File: config.mk
export PLATFORM = sky130hd
export DESIGN_NAME = game_status_spi
export DESIGN_NICKNAME = d
export VERILOG_FILES = /design/src/rtl/game_status_pkg.sv /design/src/rtl/spi_sync_edge.sv /design/src/rtl/game_status_spi.sv
export SDC_FILE = /design/constraint.sdc
export NUM_CORES = 1
export LEC_CHECK = 0
export ABC_AREA = 1
export BUFFER_PORTS_ARGS = -buffer_cell sky130_fd_sc_hd__buf_2
export CAP_MARGIN = 10
export CORE_MARGIN = 2
export CORE_UTILIZATION = 53
export CTS_CLUSTER_SIZE = 24
export DETAILED_ROUTE_END_ITERATION = 16
export PLACE_DENSITY = 0.76
export SLEW_MARGIN = 20
export SYNTH_ARGS = -nofsm -noshare
export SYNTH_HDL_FRONTEND = slang
export SYNTH_HIERARCHICAL = 1
export SYNTH_SLANG_ARGS = --single-unit
File: constraint.sdc
create_clock -name clk -period 1.4 [get_ports clk]
set_input_delay 0 -clock clk [delete_from_list [all_inputs] [get_ports clk]]
set_output_delay 0 -clock clk [all_outputs]
set_load 0.01 [all_outputs]
File: src/rtl/game_status_pkg.sv
// Shared constants, state type and frame helpers for the game status SPI port.
package game_status_pkg;

  localparam logic [2:0]  HDR     = 3'b101;
  localparam int unsigned FRAME_W = 16;
  localparam int unsigned CNT_W   = $clog2(FRAME_W + 1);

  // Frame bit positions, MSB shifted first.
  localparam int unsigned HdrMsb      = 15;
  localparam int unsigned HdrLsb      = 13;
  localparam int unsigned LifeLostBit = 12;
  localparam int unsigned LevelUpBit  = 11;
  localparam int unsigned WinBit      = 10;
  localparam int unsigned LifeMsb     = 9;
  localparam int unsigned LifeLsb     = 7;
  localparam int unsigned LevelMsb    = 6;
  localparam int unsigned LevelLsb    = 5;
  localparam int unsigned KeyMsb      = 4;
  localparam int unsigned KeyLsb      = 1;
  localparam int unsigned ParityBit   = 0;

  typedef enum logic [1:0] {
    StIdle,
    StShift,
    StHold
  } state_e;

  // Parity bit that makes the full frame carry an even number of ones.
  function automatic logic even_parity(input logic [FRAME_W-2:0] body);
    return ^body;
  endfunction

endpackage

File: src/rtl/spi_sync_edge.sv
// Two-flop synchroniser for an asynchronous SPI line, plus registered
// rise/fall pulse detection on the synchronised level.
module spi_sync_edge #(
  parameter logic ResetVal = 1'b0
) (
  input  logic clk,
  input  logic reset_n,
  input  logic d_i,
  output logic q_o,
  output logic rise_o,
  output logic fall_o
);

  logic meta_q;
  logic sync_q;
  logic prev_q;

  always_ff @(posedge clk or negedge reset_n) begin
    if (!reset_n) begin
      meta_q <= ResetVal;
      sync_q <= ResetVal;
      prev_q <= ResetVal;
    end else begin
      meta_q <= d_i;
      sync_q <= meta_q;
      prev_q <= sync_q;
    end
  end

  assign q_o    = sync_q;
  assign rise_o = sync_q & ~prev_q;
  assign fall_o = ~sync_q & prev_q;

endmodule

File: src/rtl/game_status_spi.sv
// SPI-slave (mode 0, MSB first) status port: streams a 16-bit game snapshot to the
// MCU, captures a 16-bit command word and keeps sticky life-lost / level-up flags.
module game_status_spi
  import game_status_pkg::*;
(
  input  logic               clk,
  input  logic               reset_n,
  input  logic               win,
  input  logic [2:0]         total_life,
  input  logic [1:0]         level,
  input  logic [3:0]         key_out,
  input  logic               sck,
  input  logic               cs_n,
  input  logic               mosi,
  output logic               miso,
  output logic               cmd_valid,
  output logic [FRAME_W-1:0] cmd_data
);

  logic sck_q, sck_rise, sck_fall;
  logic cs_q, cs_rise, cs_fall;
  logic mosi_q, mosi_rise, mosi_fall;
  logic unused_sync;

  spi_sync_edge #(.ResetVal(1'b0)) u_sync_sck (
    .clk     (clk),
    .reset_n (reset_n),
    .d_i     (sck),
    .q_o     (sck_q),
    .rise_o  (sck_rise),
    .fall_o  (sck_fall)
  );

  spi_sync_edge #(.ResetVal(1'b1)) u_sync_cs (
    .clk     (clk),
    .reset_n (reset_n),
    .d_i     (cs_n),
    .q_o     (cs_q),
    .rise_o  (cs_rise),
    .fall_o  (cs_fall)
  );

  spi_sync_edge #(.ResetVal(1'b0)) u_sync_mosi (
    .clk     (clk),
    .reset_n (reset_n),
    .d_i     (mosi),
    .q_o     (mosi_q),
    .rise_o  (mosi_rise),
    .fall_o  (mosi_fall)
  );

  assign unused_sync = ^{sck_q, cs_q, mosi_rise, mosi_fall};

  state_e             state_q, state_d;
  logic [FRAME_W-1:0] tx_shift_q, tx_shift_d;
  logic [FRAME_W-1:0] rx_shift_q, rx_shift_d;
  logic [FRAME_W-1:0] cmd_data_q, cmd_data_d;
  logic               cmd_valid_q, cmd_valid_d;
  logic [CNT_W-1:0]   bit_cnt_q, bit_cnt_d;
  logic [1:0]         snap_flags_q, snap_flags_d;
  logic [2:0]         life_prev_q;
  logic [1:0]         level_prev_q;
  logic               life_lost_q, life_lost_d;
  logic               level_up_q, level_up_d;
  logic               life_event, level_event;
  logic               clr_life, clr_level;
  logic [FRAME_W-2:0] frame_body;
  logic [FRAME_W-1:0] frame;

  // A 0 -> 7 wrap of total_life compares as an increase, so it never sets the flag.
  assign life_event  = total_life < life_prev_q;
  assign level_event = level > level_prev_q;

  assign frame_body = {HDR, life_lost_q, level_up_q, win, total_life, level, key_out};
  assign frame      = {frame_body, even_parity(frame_body)};

  always_comb begin
    state_d      = state_q;
    tx_shift_d   = tx_shift_q;
    rx_shift_d   = rx_shift_q;
    cmd_data_d   = cmd_data_q;
    cmd_valid_d  = 1'b0;
    bit_cnt_d    = bit_cnt_q;
    snap_flags_d = snap_flags_q;
    clr_life     = 1'b0;
    clr_level    = 1'b0;

    unique case (state_q)
      StIdle: begin
        if (cs_fall) begin
          tx_shift_d   = frame;
          snap_flags_d = {life_lost_q, level_up_q};
          bit_cnt_d    = '0;
          state_d      = StShift;
        end
      end
      StShift: begin
        if (cs_rise) begin
          // Aborted frame: command and flags left untouched.
          state_d = StIdle;
        end else begin
          if (sck_rise) begin
            rx_shift_d = {rx_shift_q[FRAME_W-2:0], mosi_q};
            bit_cnt_d  = bit_cnt_q + 1'b1;
            if (bit_cnt_q == CNT_W'(FRAME_W - 1)) begin
              cmd_data_d  = {rx_shift_q[FRAME_W-2:0], mosi_q};
              cmd_valid_d = 1'b1;
              state_d     = StHold;
            end
          end
          if (sck_fall) begin
            tx_shift_d = {tx_shift_q[FRAME_W-2:0], 1'b0};
          end
        end
      end
      StHold: begin
        if (cs_rise) begin
          clr_life  = snap_flags_q[1];
          clr_level = snap_flags_q[0];
          state_d   = StIdle;
        end
      end
      default: state_d = StIdle;
    endcase

    // A new event in the clearing clock keeps the flag set.
    life_lost_d = (life_lost_q & ~clr_life) | life_event;
    level_up_d  = (level_up_q & ~clr_level) | level_event;
  end

  always_ff @(posedge clk or negedge reset_n) begin
    if (!reset_n) begin
      state_q      <= StIdle;
      tx_shift_q   <= '0;
      rx_shift_q   <= '0;
      cmd_data_q   <= '0;
      cmd_valid_q  <= 1'b0;
      bit_cnt_q    <= '0;
      snap_flags_q <= '0;
      life_prev_q  <= 3'b111;
      level_prev_q <= 2'b00;
      life_lost_q  <= 1'b0;
      level_up_q   <= 1'b0;
    end else begin
      state_q      <= state_d;
      tx_shift_q   <= tx_shift_d;
      rx_shift_q   <= rx_shift_d;
      cmd_data_q   <= cmd_data_d;
      cmd_valid_q  <= cmd_valid_d;
      bit_cnt_q    <= bit_cnt_d;
      snap_flags_q <= snap_flags_d;
      life_prev_q  <= total_life;
      level_prev_q <= level;
      life_lost_q  <= life_lost_d;
      level_up_q   <= level_up_d;
    end
  end

  assign miso      = (state_q == StShift) & tx_shift_q[FRAME_W-1];
  assign cmd_valid = cmd_valid_q;
  assign cmd_data  = cmd_data_q;

endmodule

; ---- Word level (Yosys, flattened, before mapping)
; Index checks and enable logic that the tools add are counted.
; Widths: inputs -> output; s select.
[totals]
reg_bits = 72
in_bits = 15
out_inout_bits = 18
elab_cells = 79
[op_classes]
addsub = 1
n_lt_le_gt_ge = 2
n_eq_ne = 10
n_mux = 22
bitwise = 16
reduce_logical = 9
[op_table]
columns = operator, n
row1 = $mux 16, 3
row2 = $pmux 16 s2, 1
row3 = $reduce_and 4->1, 4
row4 = $mux 5, 3
row5 = $reduce_xor 15->1, 1
row6 = $mux 2, 5
row7 = $ne 2x2->1 const B, 5
row8 = $pmux 5 s2, 1
row9 = $mux 1, 8
row10 = $and 1x1->1, 7
row11 = $not 1->1, 7
row12 = $ne 3x3->1 const B, 2
row13 = $pmux 2 s3, 1
row14 = $add 5x1->5 const B, 1
row15 = $eq 5x4->1 const B, 1
row16 = $lt 3x3->1, 1
row17 = $reduce_and 3->1, 1
row18 = $eq 2x1->1 const B, 1
row19 = $eq 2x2->1 const B, 1
row20 = $gt 2x2->1, 1
row21 = $logic_not 2->1, 1
row22 = $or 1x1->1, 2
row23 = $reduce_and 2->1, 1
row24 = $reduce_bool 2->1, 1

; ---- Depth between registers and ports, before layout
; Gate-level depths: netlist (run 1).
[depth]
word_depth = 7
depth_mapped = 11
mapped_depth_nobuf = 11

; ---- Modules after synthesis
; Netlist (run 1), hierarchy kept.
[modules_own_cells]
columns = module, instances, cells_per_inst, area_each_um2, seq_area_each_um2
row1 = game_status_spi, 1, 334, 3007.9, 1605.3
row2 = spi_sync_edge at u_sync_mosi ..., 2, 7, 90.1, 75.1
row3 = spi_sync_edge at u_sync_cs, 1, 7, 93.8, 78.8

; ---- Worst setup path after synthesis (run 1)
; OpenSTA, ideal clock, no wires.
[synth_timing]
path_type = register -> register
from = register bit_cnt_q[0]
to = register cmd_data_q[13] (netlist: cmd_data[13])
arrival_ns = 1.479
required_ns = 1.279
slack_ns = -0.200
path_stages_with_launch = 11
path_buffers = 1
period_less_slack_ns = 1.600
path_cell_list = dfrtp_1 ha_1 inv_1 nor3_1 ha_1 inv_1 nor3_4 inv_2 buf_2 nand2_1 o21ai_1
[synth_via]
elab_chain_len = 2
[synth_lines]
columns = item, line_no
row1 = start: declaration, game_status_spi.sv:59  ; logic [CNT_W-1:0] bit_cnt_q, bit_cnt_d;
row2 = start signal: assignment, game_status_spi.sv:150  ; bit_cnt_q <= bit_cnt_d;
row3 = $eq 5x4->1, game_status_spi.sv:105  ; if (bit_cnt_q == CNT_W'(FRAME_W - 1)) begin
row4 = $reduce_and 4->1 (no line), -
row5 = end signal: assignment, game_status_spi.sv:148  ; cmd_data_q <= cmd_data_d;
row6 = end: declaration, game_status_spi.sv:57  ; logic [FRAME_W-1:0] cmd_data_q, cmd_data_d;
; No other way between the ends.
; A chain may end at the register's enable or synchronous reset.

; ---- Worst setup path in the final report (run 1)
[layout_timing]
from = register bit_cnt_q[1]
to = register cmd_data_q[11] (netlist: cmd_data[11])
; The elaborated chain is that of the path after synthesis.

==> results by group, run 1 <==
Status
  • Status: finished with violations
  • Violated checks: negative setup slack

Placed design
  • Routability cong.: 0.798
  • Hpwl dp: 3880 um
  • IO buf count: 32
  • Placed Area: 0.00362 mm^2

Setup path
  • Arrival time at the worst endpoint: 1.84 ns
  • Max Fanout on Critical Path: 16
  • Critical path class: reg -> reg
  • Req. time, crit path: 1.64 ns
  • Setup crit end kind: flip-flop
  • Worst setup SP type: flip-flop

Min path
  • Min-delay worst type: in -> async

Yosys
  • Syn Inst Count: 350
  • Mapped cell area: 0.00324 mm^2
  • Ys Warns: 6
  • Post-Syn Area per Cell: 9.26 um^2
  • Synth Net Count: 371

Floorplan
  • Row count: 28
  • Die ar.: 0.00676 mm^2
  • Die width: 82.2 um
  • Core Box Area: 0.00592 mm^2
  • Die height: 82.2 um
  • Starting Density: 54.8%
  • IO Count: 33

STA
  • Fin Hold WS: 0.172 ns
  • Max Freq: 626 MHz
  • Unrepaired setup endpoints after global routing: yes
  • Worst Tran Pin Value: 0.380 ns
  • Final Skew: 0.00860 ns
  • Slew Viols, Final: 0
  • Final worst setup slack: -0.196 ns
  • Final min period: 1.60 ns
  • Final period utilization: 114%
  • Setup violators final: 54
  • Rel. slew slack: 74.7%
  • Fin. Hold Viols: 0

Routing
  • DRC violations left: 0
  • Post-route ant nets: 0
  • DRT Pass-1 Iters: 4
  • Initial DRC count: 227
  • Vias/cell: 5.12
  • DR WL/cell: 14.6 um
  • Total number of vias: 2627
  • Drt total wl: 7510 um

Clocking
  • CTS tree: yes
  • TritonCTS buffer count: 9
  • Clock slew at reported path FFs: 0.08 ns
  • Clock Sinks: 72
  • Root Driver: clkbuf_8
  • Clk_lat worst skew: 0.36 ns
  • Max Buffers Root-to-Sink: 2
  • H-tree depth: 3

Run
  • Max-cap check violation count: 0

Finish
  • Commonest non-fill, non-tap cell in the layout: nand2_1
  • Final Instance Area: 0.00438 mm^2
  • P&R area growth vs syn: 35.0%
  • Diodes inserted: 0
  • Commonest cells after routing, fill and taps aside: 102 x nand2_1, 66 x dfrtp_1, 41 x inv_1, 32 x buf_2, 26 x o21ai_1
  • FILL cells: 349
  • NumNets Final: 454
  • Share of layout cells above drive strength 1: 34.7%

GRT
  • Vias in the first global route: 2619
  • Total Routing Usage GR: 23.3%
  • Congestion Overflow GR: 0
  • Global-route wire length before repair: 11600 um
  • Largest net degree at the start of global routing: 73
  • Initial antenna violation count: 0

Pwr
  • Pwr Density: 1320 mW/mm^2
  • Peak supply drop: 0.000872 V
  • Cell leakage power: 2.09 nW
final timing paths:
kind                                         from            endpoint  slack, ns  cells after the start
worst max-delay path                 bit_cnt_q[1]        cmd_data[11]      -0.20                     10
worst min-delay path                      reset_n  u_sync_mosi/meta_q       0.17                      3
worst max register to register       bit_cnt_q[1]        cmd_data[11]      -0.20                     10
worst min register to register  u_sync_sck/meta_q      u_sync_sck/q_o       0.35                      0
max in group asynchronous                 reset_n    u_sync_cs/prev_q       0.86                      3
min in group clk                             mosi  u_sync_mosi/meta_q       0.28                      2
state kept, by name, indices dropped and copies added, names as in the netlist:
register	flops
u_sync_sck/q_o	1
u_sync_mosi/meta_q	1
u_sync_sck/meta_q	1
u_sync_sck/prev_q	1
state_q	2
u_sync_cs/meta_q	1
bit_cnt_q	5
u_sync_cs/prev_q	1
u_sync_cs/q_o	1
cmd_valid	1
snap_flags_q	2
cmd_data	16
rx_shift_q	15
tx_shift_q	16
u_sync_mosi/q_o	1
level_up_q	1
life_lost_q	1
level_prev_q	2
life_prev_q	3
through the flow:
step           cells  setup TNS (ns)  worst slack (ns)  power (mW)  utilization [%]
2_1_floorplan    350           -1.71           -0.0693        3.43                -
3_3_place_gp     464           -3.89            -0.149        3.71             61.1
3_5_place_dp     464           -6.11            -0.241        3.77             61.1
4_1_cts          510           -4.38            -0.160        5.62             72.3
5_1_grt          513           -8.72            -0.279        6.06             73.9
6_report         513           -5.18            -0.196        5.78             73.9
power by group:
part	total (mW)	switching, mW	internal, mW	leakage, nW
logic	1.58	0.851	0.731	1.10
registers	2.65	0.237	2.41	0.898
clock network	1.54	0.796	0.747	0.0917
total	5.78	1.88	3.89	2.09
critical path: stages (launching register included):
cell and delay [ns]:
dfrtp_1 0.36, ha_2 0.20, inv_2 0.04, nor3_2 0.11, ha_2 0.20, inv_2 0.05
nor3_4 0.11, buf_6 0.18, inv_8 0.07, nand2_1 0.08, o21ai_1 0.08
what timing repair did:
| item | 4_1_cts | 5_1_grt |
|---|---|---|
| cloned | 5 | 0 |
| setup buffers | 11 | 5 |
| hold endpoints to repair | 89 | 0 |
| endpoints found under the setup margin | 37 | 57 |
| hold buffers | 14 | 0 |
| resized for setup | 46 | 26 |
| pin swaps | 10 | 9 |
cell type report:
| class | count | area, um^2 | share of cell area, % |
|---|---|---|---|
| sequential | 72 | 1810 | 41.3 |
| multi-input combinational | 215 | 1360 | 31.1 |
| timing repair buffer | 82 | 694 | 15.9 |
| inverter | 51 | 205 | 4.69 |
| clock buffer | 11 | 151 | 3.46 |
| tap | 75 | 93.8 | 2.14 |
| clock inverter | 5 | 41.3 | 0.944 |
| timing repair inverter | 2 | 17.5 | 0.400 |
per-layer routing:
metal	wire length, um	GRT usage (%)	part of all wire (%)
met2	3920	36.5	52
met5	0	0	0
met3	297	6.09	4.0
met4	235	12.8	3.1
met1	3050	29.4	41
Power figures use the tool's default switching activity.
==> inputs of run 2 (changes only) <==
--- a/config.mk
+++ b/config.mk
@@ -13,6 +13,7 @@
 export CTS_CLUSTER_SIZE = 24
 export DETAILED_ROUTE_END_ITERATION = 16
 export PLACE_DENSITY = 0.76
+export SETUP_SLACK_MARGIN = 0.1
 export SLEW_MARGIN = 20
 export SYNTH_ARGS = -nofsm -noshare
 export SYNTH_HDL_FRONTEND = slang
==> results by group, run 2 (synthesis gave the netlist of run 1 again) <==
Status
  • Status: finished with violations
  • Violated checks: negative setup slack

Finish
  • Multi-input gate area: 0.00155 mm^2 (+13%)
  • Commonest non-fill, non-tap cell in the layout: nand2_1
  • NumNets Final: 465 (+2.4%)
  • FILL cells: 279 (-20%)
  • Share of layout cells above drive strength 1: 44.0% (+9.3 points)
  • Diodes inserted: 0 (unchanged)
  • P&R area growth vs syn: 47.1%
  • Commonest cells after routing, fill and taps aside: 85 x nand2_1, 66 x dfrtp_1, 39 x inv_1, 31 x buf_2, 24 x buf_4
  • Final Instance Area: 0.00477 mm^2 (+9.0%)
  • FF+latch area: 0.00181 mm^2 (unchanged)

Routing
  • Drt total wl: 11000 um (+46%)
  • Initial DRC count: 412 (+81%)
  • DRC violations left: 0 (unchanged)
  • Total number of vias: 3095 (+18%)
  • Vias/cell: 5.92 (+16%)
  • DRT Pass-1 Iters: 5 (+1)
  • DR WL/cell: 20.9 um (+43%)
  • Post-route ant nets: 0 (unchanged)

STA
  • Unrepaired setup endpoints after global routing: yes
  • Max Freq: 588 MHz (-6.1%)
  • Final min period: 1.70 ns (+0.104 ns)
  • Fin Hold WS: 0.178 ns (+0.00630 ns)
  • Setup violators final: 60 (+11%)
  • Final period utilization: 121% (+7.4 points)
  • Fin. Hold Viols: 0 (unchanged)
  • Final Skew: 0.0217 ns (+0.0131 ns)
  • Slew Viols, Final: 0 (unchanged)
  • Worst Tran Pin Value: 0.388 ns (+0.00810 ns)
  • Rel. slew slack: 74.1% (-0.54 points)
  • Final worst setup slack: -0.300 ns (-0.104 ns)

Setup path
  • Setup crit end kind: flip-flop
  • Req. time, crit path: 1.66 ns (+0.02 ns)
  • Critical path class: reg -> reg
  • Arrival time at the worst endpoint: 1.96 ns (+0.12 ns)
  • Crit path cell chain: ha_2 > inv_2 > nor3_4 > ha_2 > inv_2 > nor3_4 > buf_6 > inv_8 > o21ai_1
  • Slowest cell on crit path: dfrtp_1
  • Worst setup SP type: flip-flop
  • Max Fanout on Critical Path: 16 (unchanged)
  • Slowest stage delay, CP: 0.37 ns (about the same)

Floorplan
  • Core Box Area: 0.00592 mm^2 (unchanged)
  • IO Count: 33 (unchanged)
  • Die width: 82.2 um (unchanged)
  • Die ar.: 0.00676 mm^2 (unchanged)
  • Die height: 82.2 um (unchanged)
  • Starting Density: 54.8% (unchanged)
  • Row count: 28 (unchanged)

Clocking
  • Root Driver: clkbuf_8
  • Clock slew at reported path FFs: 0.08 ns (about the same)
  • Max Buffers Root-to-Sink: 2 (unchanged)
  • CTS tree: yes
  • TritonCTS buffer count: 9 (unchanged)
  • Clk_lat worst skew: 0.37 ns (about the same)
  • Clock Sinks: 72 (unchanged)
  • H-tree depth: 3 (unchanged)

Placed design
  • Placed Area: 0.00363 mm^2 (+0.28%)
  • Routability cong.: 0.827 (+3.7%)
  • IO buf count: 32 (unchanged)
  • Hpwl dp: 4130 um (+6.4%)

Pwr
  • Cell leakage power: 2.38 nW (+14%)
  • Peak supply drop: 0.000848 V (-2.7%)
  • Overall power: 6.41 mW (+11%)
  • Pwr Density: 1340 mW/mm^2 (+1.8%)

Run
  • Max-cap check violation count: 0 (unchanged)

GRT
  • Vias in the first global route: 3023 (+15%)
  • Congestion Overflow GR: 0 (unchanged)
  • Initial antenna violation count: 0 (unchanged)
  • Largest net degree at the start of global routing: 73 (unchanged)
  • Global-route wire length before repair: 14600 um (+26%)
  • Total Routing Usage GR: 30.0% (+6.7 points)

Min path
  • Min-delay worst type: in -> async
-- run 2: changes by cell type in the layout (fill, tap and decap cells not counted), moves of 3 or more --
cell / change
buf_6: +6
o21ai_1: -10
nand2_2: +7
nand3_1: -3
nand2_4: +10
o21ai_2: +14
buf_4: +3
buf_16: +3
nand2_1: -17
o21ai_0: -4
-- run 2: final cells by class --
| cell class | count | area share (%) |
|---|---|---|
| Inverter | 51 | 4.54 |
| Timing Repair Buffer | 94 | 18.6 |
| Tap cell | 75 | 1.97 |
| Sequential cell | 72 | 37.9 |
| Clock buffer | 11 | 3.17 |
| Multi-Input combinational cell | 215 | 32.4 |
| Clock inverter | 4 | 1.13 |
| Timing Repair inverter | 1 | 0.236 |
-- run 2: path summary, 6_finish.rpt --
check | startpoint | endpoint | slack, ns | cells past startpoint
max | bit_cnt_q[1] | cmd_data[10] | -0.30 | 9
min | reset_n | bit_cnt_q[4] | 0.18 | 3
max reg2reg | bit_cnt_q[1] | cmd_data[10] | -0.30 | 9
min reg2reg | u_sync_cs/meta_q | u_sync_cs/q_o | 0.36 | 0
max in group asynchronous | reset_n | u_sync_cs/prev_q | 0.84 | 3
min in group clk | sck | u_sync_sck/meta_q | 0.27 | 2
-- run 2: metrics by stage --
stage | worst slack, ns | util (%) | TNS, ns | cells
after CTS | -0.137 | 75.1 | -4.71 | 516
after global routing | -0.420 | 80.6 | -13.96 | 523
after detailed placement | -0.250 | 61.3 | -5.73 | 465
final | -0.300 | 80.6 | -10.29 | 523
after floorplan | -0.0693 | - | -1.71 | 350
after global placement | -0.131 | 61.3 | -3.41 | 465
-- run 2: power breakdown --
group / internal, mW / switching, mW / leakage [nW] / total [mW]
Sequential: 2.41 / 0.291 / 0.898 / 2.71
Combinational: 0.877 / 1.08 / 1.38 / 1.95
Clock: 0.914 / 0.837 / 0.0976 / 1.75
-- run 2: worst max-delay path, delay by kind of cell (launching register included) --
kind | cells | cell delay [ns]
adders and majority gates | 2 | 0.42
DFF | 1 | 0.37
buffers and inverters | 4 | 0.31
and+or+nand+nor | 2 | 0.27
AOI/OAI and AO/OA | 1 | 0.22
-- run 2: timing repair --
item	CTS	global route
gates resized for setup	55	79
endpoints found under the hold margin	88	0
pin swaps	11	10
hold buffers	14	0
setup endpoints to repair	56	60
cloned	6	1
buffers inserted	16	10
-- run 2: routing by layer --
metal / GRT usage [%] / wire (um) / vias to the layer above
met2: 47.9 / 5250 / 216
met3: 5.11 / 848 / 96
met1: 37.2 / 4120 / 1496
met5: 0 / 0 / -
met4: 20.3 / 729 / 0
li1: - / - / 1287
